<file path="config.mk">
export PLATFORM = sky130hd
export DESIGN_NAME = adj_fmwm_scheduler
export DESIGN_NICKNAME = d
export VERILOG_FILES = /design/src/rtl/gcn_sched_pkg.sv /design/src/rtl/row_out_reg.sv /design/src/rtl/adj_fmwm_scheduler.sv
export SDC_FILE = /design/constraint.sdc
export NUM_CORES = 1
export LEC_CHECK = 0
export BUFFER_PORTS_ARGS = -buffer_cell sky130_fd_sc_hd__buf_2
export CAP_MARGIN = 10
export CORE_MARGIN = 4
export CORE_UTILIZATION = 50
export DETAILED_ROUTE_END_ITERATION = 7
export GPL_TIMING_DRIVEN = 0
export PLACE_DENSITY = 0.88
export RECOVER_POWER = 25
export SETUP_SLACK_MARGIN = 0.1
export SYNTH_ARGS = -nofsm -noshare
export SYNTH_HDL_FRONTEND = slang
export SYNTH_SLANG_ARGS = --single-unit
</file>
<file path="constraint.sdc">
create_clock -name clk -period 3 [get_ports clk]
set_clock_uncertainty 0.05 [all_clocks]
set_input_delay 0 -clock clk [delete_from_list [all_inputs] [get_ports clk]]
set_output_delay 0 -clock clk [all_outputs]
set_load 0.01 [all_outputs]
</file>
<file path="src/rtl/gcn_sched_pkg.sv">
// Shared types and default sizes for the ADJ x (FM*WM) scheduler slice.
package gcn_sched_pkg;

  typedef enum logic [1:0] {
    IDLE    = 2'd0,
    LOAD    = 2'd1,
    COMPUTE = 2'd2,
    DRAIN   = 2'd3
  } sched_state_t;

  localparam int DEF_NUM_OF_NODES   = 6;
  localparam int DEF_WEIGHT_COLS    = 3;
  localparam int DEF_DOT_PROD_WIDTH = 16;

endpackage

</file>
<file path="src/rtl/row_out_reg.sv">
// Single-entry valid/ready output register carrying row index, last flag and payload.
module row_out_reg #(
  parameter int ROW_W  = 3,
  parameter int DATA_W = 48
) (
  input  logic              clk,
  input  logic              reset,
  input  logic              load,
  input  logic              out_ready,
  input  logic [ROW_W-1:0]  row_in,
  input  logic              last_in,
  input  logic [DATA_W-1:0] data_in,
  output logic              out_valid,
  output logic [ROW_W-1:0]  out_row,
  output logic              out_last,
  output logic [DATA_W-1:0] out_data
);

  logic              valid_q, valid_d;
  logic [ROW_W-1:0]  row_q, row_d;
  logic              last_q, last_d;
  logic [DATA_W-1:0] data_q, data_d;

  // The caller only raises load when the slot is empty or being drained.
  always_comb begin
    valid_d = valid_q;
    row_d   = row_q;
    last_d  = last_q;
    data_d  = data_q;
    if (load) begin
      valid_d = 1'b1;
      row_d   = row_in;
      last_d  = last_in;
      data_d  = data_in;
    end else if (out_ready) begin
      valid_d = 1'b0;
    end
  end

  always_ff @(posedge clk or negedge reset) begin
    if (!reset) begin
      valid_q <= 1'b0;
      row_q   <= '0;
      last_q  <= 1'b0;
      data_q  <= '0;
    end else begin
      valid_q <= valid_d;
      row_q   <= row_d;
      last_q  <= last_d;
      data_q  <= data_d;
    end
  end

  assign out_valid = valid_q;
  assign out_row   = row_q;
  assign out_last  = last_q;
  assign out_data  = data_q;

endmodule

</file>
<file path="src/rtl/adj_fmwm_scheduler.sv">
// Load/compute sequencer for the ADJ x (FM*WM) datapath: fills the row buffer,
// then streams one registered dot-product row per accepted output beat.
// Handshakes: a beat transfers on a rising edge where valid && ready; the
// producer holds valid and payload stable until that edge.
module adj_fmwm_scheduler
  import gcn_sched_pkg::*;
#(
  parameter int NUM_OF_NODES          = DEF_NUM_OF_NODES,
  parameter int WEIGHT_COLS           = DEF_WEIGHT_COLS,
  parameter int DOT_PROD_WIDTH        = DEF_DOT_PROD_WIDTH,
  parameter int COUNTER_FEATURE_WIDTH = $clog2(NUM_OF_NODES)
) (
  input  logic                                  clk,
  input  logic                                  reset,
  input  logic                                  start,
  output logic                                  busy,
  output logic                                  done,
  input  logic                                  in_valid,
  output logic                                  in_ready,
  output logic                                  dp_enable,
  output logic [COUNTER_FEATURE_WIDTH-1:0]      dp_write_row,
  output logic [COUNTER_FEATURE_WIDTH-1:0]      dp_read_row,
  input  logic [WEIGHT_COLS*DOT_PROD_WIDTH-1:0] dp_dot_product,
  output logic                                  out_valid,
  input  logic                                  out_ready,
  output logic [COUNTER_FEATURE_WIDTH-1:0]      out_row,
  output logic                                  out_last,
  output logic [WEIGHT_COLS*DOT_PROD_WIDTH-1:0] out_data,
  output logic [1:0]                            dbg_state
);

  localparam logic [COUNTER_FEATURE_WIDTH-1:0] LAST_ROW =
    COUNTER_FEATURE_WIDTH'(NUM_OF_NODES - 1);

  sched_state_t                     state_q, state_d;
  logic [COUNTER_FEATURE_WIDTH-1:0] wr_cnt_q, wr_cnt_d;
  logic [COUNTER_FEATURE_WIDTH-1:0] rd_cnt_q, rd_cnt_d;
  logic                             done_q, done_d;
  logic                             load_en;

  always_comb begin
    state_d  = state_q;
    wr_cnt_d = wr_cnt_q;
    rd_cnt_d = rd_cnt_q;
    done_d   = 1'b0;
    load_en  = 1'b0;
    case (state_q)
      IDLE: begin
        if (start) begin
          state_d  = LOAD;
          wr_cnt_d = '0;
          rd_cnt_d = '0;
        end
      end
      LOAD: begin
        if (in_valid) begin
          if (wr_cnt_q == LAST_ROW) begin
            wr_cnt_d = '0;
            state_d  = COMPUTE;
          end else begin
            wr_cnt_d = wr_cnt_q + 1'b1;
          end
        end
      end
      COMPUTE: begin
        if (!out_valid || out_ready) begin
          load_en = 1'b1;
          // Return the read pointer to 0 so no out-of-range row is ever driven.
          if (rd_cnt_q == LAST_ROW) begin
            rd_cnt_d = '0;
            state_d  = DRAIN;
          end else begin
            rd_cnt_d = rd_cnt_q + 1'b1;
          end
        end
      end
      DRAIN: begin
        if (out_valid && out_ready && out_last) begin
          state_d = IDLE;
          done_d  = 1'b1;
        end
      end
      default: state_d = IDLE;
    endcase
  end

  always_ff @(posedge clk or negedge reset) begin
    if (!reset) begin
      state_q  <= IDLE;
      wr_cnt_q <= '0;
      rd_cnt_q <= '0;
      done_q   <= 1'b0;
    end else begin
      state_q  <= state_d;
      wr_cnt_q <= wr_cnt_d;
      rd_cnt_q <= rd_cnt_d;
      done_q   <= done_d;
    end
  end

  row_out_reg #(
    .ROW_W  (COUNTER_FEATURE_WIDTH),
    .DATA_W (WEIGHT_COLS*DOT_PROD_WIDTH)
  ) u_row_out_reg (
    .clk       (clk),
    .reset     (reset),
    .load      (load_en),
    .out_ready (out_ready),
    .row_in    (rd_cnt_q),
    .last_in   (rd_cnt_q == LAST_ROW),
    .data_in   (dp_dot_product),
    .out_valid (out_valid),
    .out_row   (out_row),
    .out_last  (out_last),
    .out_data  (out_data)
  );

  assign busy         = (state_q != IDLE);
  assign in_ready     = (state_q == LOAD);
  assign dp_enable    = in_ready && in_valid;
  assign dp_write_row = wr_cnt_q;
  assign dp_read_row  = rd_cnt_q;
  assign done         = done_q;
  assign dbg_state    = state_q;

endmodule

</file>
==> impl.org, run 1 <==
** STA
- Setup repair after global routing left no endpoint under its margin.
- On the final layout, the worst hold slack is approximately 0.22 ns.
- Setup slack closes at between 0.9 and 1 ns.
- Fin. max-slew vios :: 0
- At the pin with the least slew margin, the transition time is 1.14 ns.
- After layout, the minimum clock period comes to roughly 2.1 ns.
- Setup total negative slack on the finished layout was measured at 0 ns.
- Setup violations remaining at the end of the flow were counted as 0.
- The final number of hold-violating endpoints came to 0.
- Derived from the worst setup path, the maximum achievable clock frequency is 0.484 GHz.
- After layout, the worst path uses 68.8% of the clock period.
- Worst rel slew slack :: 24.1%

** Setup path
- Sort of element at the start of the critical path :: input port
- STA puts the critical path data arrival time at 2.31 ns.
- R2R Path End :: dp_write_row[0]
- Crit Reg-Reg Startpoint :: dbg_state[1]
- Crit Path Category :: input port to async pin
- Across all register-to-register paths, the minimum setup slack is 1.18 ns.
- The worst setup path is captured at an async pin.
- For the worst setup path, the data required time is 3.25 ns.
- Depth of the most critical reg-to-reg path :: 6
- Along the worst path, the maximum fanout reaches between 40 and 50.

** CTS
- The H-tree was split into 3 levels.
- Number of gates resized after cts :: 0
- For this design, the sink count on the clock tree is 62.
- Count of hold-fix buffers inserted at cts :: 51
- Clock insertion delay at the later pin of the skew report :: roughly 0.32 ns
- Post-CTS setup buffer count :: 0
- TritonCTS built the clock tree.
- Clock Root Buffer :: clkbuf_8
- Clock-pin slew was measured on the worst setup and hold paths at around 0.07 ns.
- In this run, CTS created clock tree buffers numbering 9.
- No sink is reached through more buffers than the 2 on the longest clock path.

** Cells and area
- Post-Layout Inst Area :: around 4000 um2
- The area growth from synthesis to layout is 52.8%.
- Number of fill cells in the layout :: roughly 280
- The net count of the finished layout is ~420.
- Most common cell after layout, fill and taps aside :: buf_2
- Commonest non-fill, non-tap cells in the layout :: 93 x buf_2, 62 x dfrtp_1, 51 x dlygate4sd3_1, 48 x mux2_2, 24 x clkbuf_1
- The post-route netlist has a little under half of its cells at a drive strength greater than 1.

** Min path
- Hold WC Path Type :: input port to register
- Startpoint of the lowest-slack hold path :: in_valid
- For hold timing, the worst endpoint is dbg_state[0].
- Hold depth :: 5

** Yosys
- Synthesized instance count :: 184
- Sequential area share after synthesis :: between 50% and 60%
- The number of nets handed over by synthesis was 242.
- In this run, synthesis produced a sequential element count of between 60 and 70.
- Count of warnings emitted by yosys :: 0
- Mapped Area :: 2590 um2
- Yosys mapped the design onto 31 distinct sky130hd cell types.
- A synthesized cell averages 14.1 um2.

** Placed design
- Buffers placed on the I/O ports in this run total 117.
- In this run the cell area measured after placement is 3280 um2.
- The congestion estimate from routability-driven global placement came to 0.869.
- Final HPWL from detailed placement :: about 4400 um
- Timing analysis after detailed placement gives a worst setup slack of 1.19 ns.

** Routing
- Initial DRT Pass Iterations :: 4
- WL per Instance :: between 15 and 20 um
- Via/cell ratio :: around 4.9
- After detailed routing, the total wire length is 7320 um.
- Once detail routing completed, the nets flagged for antenna violations numbered 0.
- Violation count after the first detailed-route iteration :: 70
- Via Count :: 2146
- For this run, design rule violations remaining after detail routing come to 0.

** GRT
- Vias in the first global route :: 2252
- Global-route wire length before repair :: 11400 um
- GRT Total Usage :: 23.8%
- After global routing, the most crowded layer is met2.
- M1 GR Usage :: around 28%
- Maximum number of pins on one net before global-route repair :: 42
- For this run the aggregate overflow at the end of global routing stands at 0.
- Met2 routing resource usage after global routing :: between 40% and 50%
- Number of antenna violations at the first check in global routing :: 0
- Global Route met3 Usage :: under 10%

** Die
- Vertical die dimension :: roughly 80 um
- After floorplanning, the core was divided into 25 placement rows.
- Placeable core area :: 4880 um2
- X dimension of the die :: 79.9 um
- Number of primary I/O pins :: ~120
- Die Footprint :: approximately 6400 um2
- Starting utilization of the core area :: a little over half

** Status
- The flow ran to the end, and the final reports show no timing, DRC or antenna violations.

** Power and ir drop
- In this run the power density over the cells is 1050 nW/um2.
- Maximum resistive drop on vdd :: 0.668 mV
- Total power of the final layout :: 4.14 mW
- Static Leakage :: 1.89 nW

** Run
- Max-cap violations :: 0
==> cell type report <==
| type | count | area, um2 | area share [%] |
|---|---|---|---|
| antenna | 1 | 2.50 | 0.0633 |
| buffer | 6 | 60.1 | 1.52 |
| clock buffer | 12 | 165 | 4.18 |
| clock inverter | 3 | 42.5 | 1.08 |
| inverter | 9 | 33.8 | 0.855 |
| multi-input combinational | 107 | 942 | 23.8 |
| sequential | 62 | 1550 | 39.3 |
| tap | 67 | 83.8 | 2.12 |
| timing repair buffer | 169 | 1070 | 27.1 |
==> stage by stage <==
step / utilization (%) / std cells
6_report: 81.0 / 436
5_1_grt: 80.9 / 435
4_1_cts: 81.9 / 435
3_5_place_dp: 67.2 / 369
3_3_place_gp: 66.7 / 368
2_1_floorplan: - / 184
==> where the power goes <==
part	total (mW)	internal [mW]	leakage (nW)	switching, mW
logic	1.86	0.926	1.04	0.931
clock network	0.756	0.446	0.104	0.310
registers	1.53	1.26	0.746	0.276
total	4.14	2.63	1.89	1.52
==> Yosys cell counts, drive strengths merged <==
master	count	area, um2
nand4	1	6.26
o22ai	1	6.26
a31oi	3	18.8
dfrtp	62	1550
a31o	2	17.5
a32oi	1	8.76
nand3	5	25.0
o21ai	5	25.0
nand2b	1	8.76
o211ai	1	7.51
inv	9	33.8
buf	6	60.1
nor3	2	10.0
a22o	3	26.3
o221ai	1	8.76
and2b	1	7.51
nor2	5	18.8
ha	5	62.6
nor4	1	12.5
nand3b	2	15.0
a21oi	3	15.0
and2	1	6.26
nor2b	5	38.8
mux2	49	552
a211oi	1	12.5
nand2	8	32.5
==> registers in the layout (all words and copies together) (netlist names) <==
| signal | count |
|---|---|
| dbg_state | 2 |
| done | 1 |
| dp_read_row | 3 |
| dp_write_row | 3 |
| u_row_out_reg.out_data | 48 |
| u_row_out_reg.out_last | 1 |
| u_row_out_reg.out_row | 3 |
| u_row_out_reg.out_valid | 1 |
==> logic make-up (layout without fill, tap and decap cells) <==
group / count (synthesis) / in the layout / synth area share (%)
flip-flops: 62 / 62 / 60.0
multiplexers: 49 / 49 / 21.3
AND/OR/NAND/NOR: 32 / 32 / 7.01
AO/OA/AOI/OAI: 21 / 21 / 5.66
buffers and inverters: 15 / 199 / 3.63
adder cells (fa/ha/maj): 5 / 5 / 2.42
other: 0 / 1 / 0
==> per-layer routing <==
metal	wire [um]	part of all wire, %
met2	3810	52
met1	2820	38
met4	164	2.2
met3	525	7.2
met5	0	0
==> worst max path at each step <==
stage | slack, ns | cells after the start | endpoint | startpoint
2_1_floorplan | 1.25 | 6 | dbg_state[1] | dbg_state[1]
3_3_place_gp | 1.20 | 6 | u_row_out_reg.out_data[6] | dbg_state[0]
3_5_place_dp | 1.19 | 6 | u_row_out_reg.out_data[18] | dbg_state[0]
4_1_cts | 1.17 | 6 | dp_write_row[0] | dbg_state[1]
5_1_grt | 0.52 | 3 | dp_read_row[1] | reset
6_report | 0.94 | 3 | u_row_out_reg.out_data[30] | reset
==> critical path: stages <==
cell and delay [ns]:
dlygate4sd3_1 0.52, clkbuf_1 0.84, clkbuf_2 0.92
No activity file was read; power rests on OpenSTA's default activity.
==> run 2, diff against run 1 <==
--- a/config.mk
+++ b/config.mk
@@ -8,10 +8,10 @@
 export BUFFER_PORTS_ARGS = -buffer_cell sky130_fd_sc_hd__buf_2
 export CAP_MARGIN = 10
 export CORE_MARGIN = 4
-export CORE_UTILIZATION = 50
+export CORE_UTILIZATION = 46
 export DETAILED_ROUTE_END_ITERATION = 7
 export GPL_TIMING_DRIVEN = 0
-export PLACE_DENSITY = 0.88
+export PLACE_DENSITY = 0.82
 export RECOVER_POWER = 25
 export SETUP_SLACK_MARGIN = 0.1
 export SYNTH_ARGS = -nofsm -noshare
==> constraint.sdc (replaced) <==
create_clock -name clk -period 1.94 [get_ports clk]
set_clock_uncertainty 0.05 [all_clocks]
set_input_delay 0 -clock clk [delete_from_list [all_inputs] [get_ports clk]]
set_output_delay 0 -clock clk [all_outputs]
set_load 0.01 [all_outputs]
==> run 2 against run 1 <==
Sequential share of layout area is 0.41 points lower; wire length decreased by 11%; cell count grew 2.1%; first-iteration DRC count down 47%; core utilization fell by 8.0 points; via count up 0.56%; register-to-register slack got worse by 0.97 ns; critical path depth grew 3; worst hold slack worse by 0.012 ns; highest routed layer unchanged.
==> impl.org, run 2 (synthesis results as in run 1) <==
** Setup path
- The kind of cell with the highest combined delay along the critical path is flip-flops.
- Data required time of the worst path :: 2.10 ns (-1.15 ns)
- Worst setup EP type :: register
- Sort of element at the start of the critical path :: register
- Cell-by-cell trace of the critical path :: inv_2 > ha_1 > nor2b_4 > a211oi_2 > nand3_1 > mux2_1
- Library cell contributing the largest single delay on the critical path :: dfrtp_1
- Depth of the most critical reg-to-reg path :: 6 (unchanged)
- The worst path buffer plus inverter count came to 1 (-2).
- The delay of the slowest critical-path stage was 0.40 ns (-0.52 ns).
- Crit Path Category :: register to register
- Critical Path Fanout Max :: 5 (-88%)
- R2R Path End :: dbg_state[1]
- Register-to-register path setup slack :: 0.21 ns (-0.97 ns)
- The signal arrival time at the worst endpoint came to 1.88 ns (-0.43 ns).
- The startpoint identified for the worst register-to-register timing path is dbg_state[0].

** CTS
- The source-to-sink clock delay at the later pin of the worst-skew pair came to 0.32 ns (about the same).
- Post-CTS clock slew at the launch and capture registers of the worst setup and hold paths :: 0.07 ns (about the same)
- The clock buffer count from CTS came to 9 (unchanged).
- CTS tree :: yes
- Number of buffers on the longest clock path :: 2 (unchanged)
- The level count of the clock H-tree is 3 (unchanged).
- Clock Root Buffer :: clkbuf_8
- Total clock sinks :: 62 (unchanged)

** Routing
- The detailed-route DRC error count came to 0 (unchanged).
- DRT antenna net count :: 0 (unchanged)
- The per-cell via count in the routed design was 4.85 (-1.5%).
- Wire length after detailed routing :: 6500 um (-11%)
- The average routed wire per standard cell was 14.6 um (-13%).
- Violation count after the first detailed-route iteration :: 37 (-47%)
- Via Count :: 2158 (+0.56%)
- Initial DRT Pass Iterations :: 4 (unchanged)

** Cells and area
- FF/Latch Area :: 1550 um2 (about the same)
- Final cell count without fillers :: 445 (+2.1%)
- Commonest non-fill, non-tap cells in the layout :: 96 x buf_2, 61 x dfrtp_1, 51 x dlygate4sd3_1, 48 x mux2_2, 22 x clkbuf_1
- Fraction of layout instances using a drive strength above 1 :: 48.5% (+2.3 points)
- Area growth from synthesis to layout :: 54.5%
- NumNets Final :: 426 (+0.95%)
- The fill cell total of the finished layout came to 396 (+43%).
- Area taken by multi-input logic gates :: 958 um2 (+1.7%)
- The number of diodes added for antenna fixing was 0 (-1).
- The number of flip-flops in the largest register is 48 (unchanged).
- Most common cell after layout, fill and taps aside :: buf_2

** Power and ir drop
- Cell area power density :: 1560 nW/um2 (+49%)
- The leakage power was 1.92 nW (+1.2%).
- The maximum ir drop on the vdd rail came to 0.859 mV (+29%).

** STA
- Subtracting the final worst setup slack from the clock period gives between 1.5 and 2 ns.
- The worst hold slack across all endpoints came to 0.210 ns (-0.0121 ns).
- The number of failing setup endpoints in the final timing report is 0 (unchanged).
- Static timing analysis puts the maximum clock frequency at 0.579 GHz.
- In the finished design, the share of the clock period the worst path needs comes to between 80 and 90%.
- Worst-Margin Slew :: 0.726 ns (-0.413 ns)
- The worst slew margin relative to its limit is 51.6% (+28 points).
- The final number of hold-violating endpoints is 0 (unchanged).
- Fin. max-slew vios :: 0 (unchanged)
- Post-route setup slack :: 0.213 ns (-0.723 ns)
- Unrepaired setup endpoints after global routing :: false
- The total negative slack was 0 ns (unchanged).

** Die
- Placeable core area :: 5470 um2 (+12%)
- Number of primary I/O pins :: 118 (unchanged)
- Vertical die dimension :: 83 um (+3.8%)
- The area of the die was 6890 um2 (+7.8%).
- Std cell rows :: 27 (+8.0%)
- Starting utilization of the core area :: 47.3% (-5.7 points)
- X dimension of the die :: 83 um (+3.8%)

** Placed design
- The minimum setup slack after placement came to 0.0884 ns (-1.10 ns).
- Number of buffers inserted by port buffering :: 117 (unchanged)
- Placed cells :: 374 (+1.4%)
- The post-DP HPWL is 4210 um (-4.4%).
- Routability-driven placement congestion ratio :: 0.803 (-7.6%)

** Run
- Max-cap violations :: 0 (unchanged)

** GRT
- Global Route met3 Usage :: 5.26% (-0.84 points)
- The number of antenna violations at the first check in global routing is 0 (unchanged).
- M1 GR Usage :: 24.1% (-3.8 points)
- The largest net degree at the start of global routing is 36 (-14%).
- The wire length of the first global-routing pass is 11400 um (-0.48%).
- Vias in the first global route :: 2321 (+3.1%)
- After global routing, the most crowded layer is met2.
- The overall routing resource usage is 20.4% (-3.5 points).
- Met2 routing resource usage after global routing :: 35.6% (-5.3 points)
- The sum of overflow across all layers after global routing is 0 (unchanged).

** Status
- The flow ran to the end, and the final reports show no timing, DRC or antenna violations.

** Min path
- The cell count of the worst hold path is 5 (unchanged).
- For hold timing, the worst endpoint is dbg_state[0].
- The startpoint identified for the worst hold timing path is in_valid.
- The min-delay analysis places its worst path in the category input port to register.
[run 2: changes by cell type in the layout (fill, tap and decap cells not counted), sizes merged]
| cell | before | now |
|---|---|---|
| buf | 99 | 107 |
| bufinv | 1 | 0 |
| inv | 9 | 8 |
| clkinv | 1 | 3 |
| diode | 1 | 0 |
| clkbuf | 37 | 34 |
[run 2: metal layers]
| layer | part of all wire [%] | vias to the layer above |
|---|---|---|
| li1 | - | 1014 |
| met1 | 41 | 1040 |
| met4 | 1.7 | 0 |
| met2 | 52 | 92 |
| met5 | 0 | - |
| met3 | 5.5 | 12 |
[run 2: worst max-delay path by stage]
stage,start,end,slack (ns),depth (start not counted)
finish,dbg_state[0],dbg_state[1],0.21,6
global route,dbg_state[0],dp_read_row[1],0.09,8
CTS,dbg_state[0],dp_read_row[2],0.11,7
detailed placement,dbg_state[0],u_row_out_reg.out_data[6],0.09,6
global placement,dbg_state[0],u_row_out_reg.out_data[7],0.12,6
floorplan,dbg_state[1],dbg_state[1],0.19,6
[run 2: area by class of cell]
class	count	area share, %
flip-flops and latches	62	38.8
repair buffers	173	28.0
multi-input cells	107	24.0
clock buffers	13	3.97
well taps	72	2.25
plain buffers	6	1.50
inverters	9	0.939
clock inverters	3	0.469
[run 2: repair_timing]
item | in CTS | in global routing
hold buffers | 51 | 0
pin swaps | 0 | 1
setup endpoints to repair | 4 | 8
endpoints found under the hold margin | 80 | 0
buffers inserted | 0 | 4
resized for setup | 1 | 6
[run 2: power breakdown]
group / internal [mW] / total (mW) / leakage [nW] / switching [mW]
sequential: 1.94 / 2.33 / 0.745 / 0.385
clock: 0.533 / 1.01 / 0.0934 / 0.478
combinational: 1.50 / 2.91 / 1.08 / 1.41
total: 3.97 / 6.25 / 1.92 / 2.27
[run 2: tightest hold or removal path, cell delays in order]
cell      delay (ns)
buf_2           0.10
and2b_1         0.22
a211oi_2        0.05
nand3_1         0.11
a32oi_1         0.07
[run 2: per-stage QoR]
stage / total power [mW] / instance area [um2] / util, %
final: 6.25 / 4000 / 73.0
after global routing: 6.72 / 4000 / 73.0
after CTS: 6.22 / 3980 / 72.7
after detailed placement: 5.12 / 3280 / 60.0
after global placement: 5.01 / 3260 / 59.6
after floorplan: 4.08 / 2590 / -
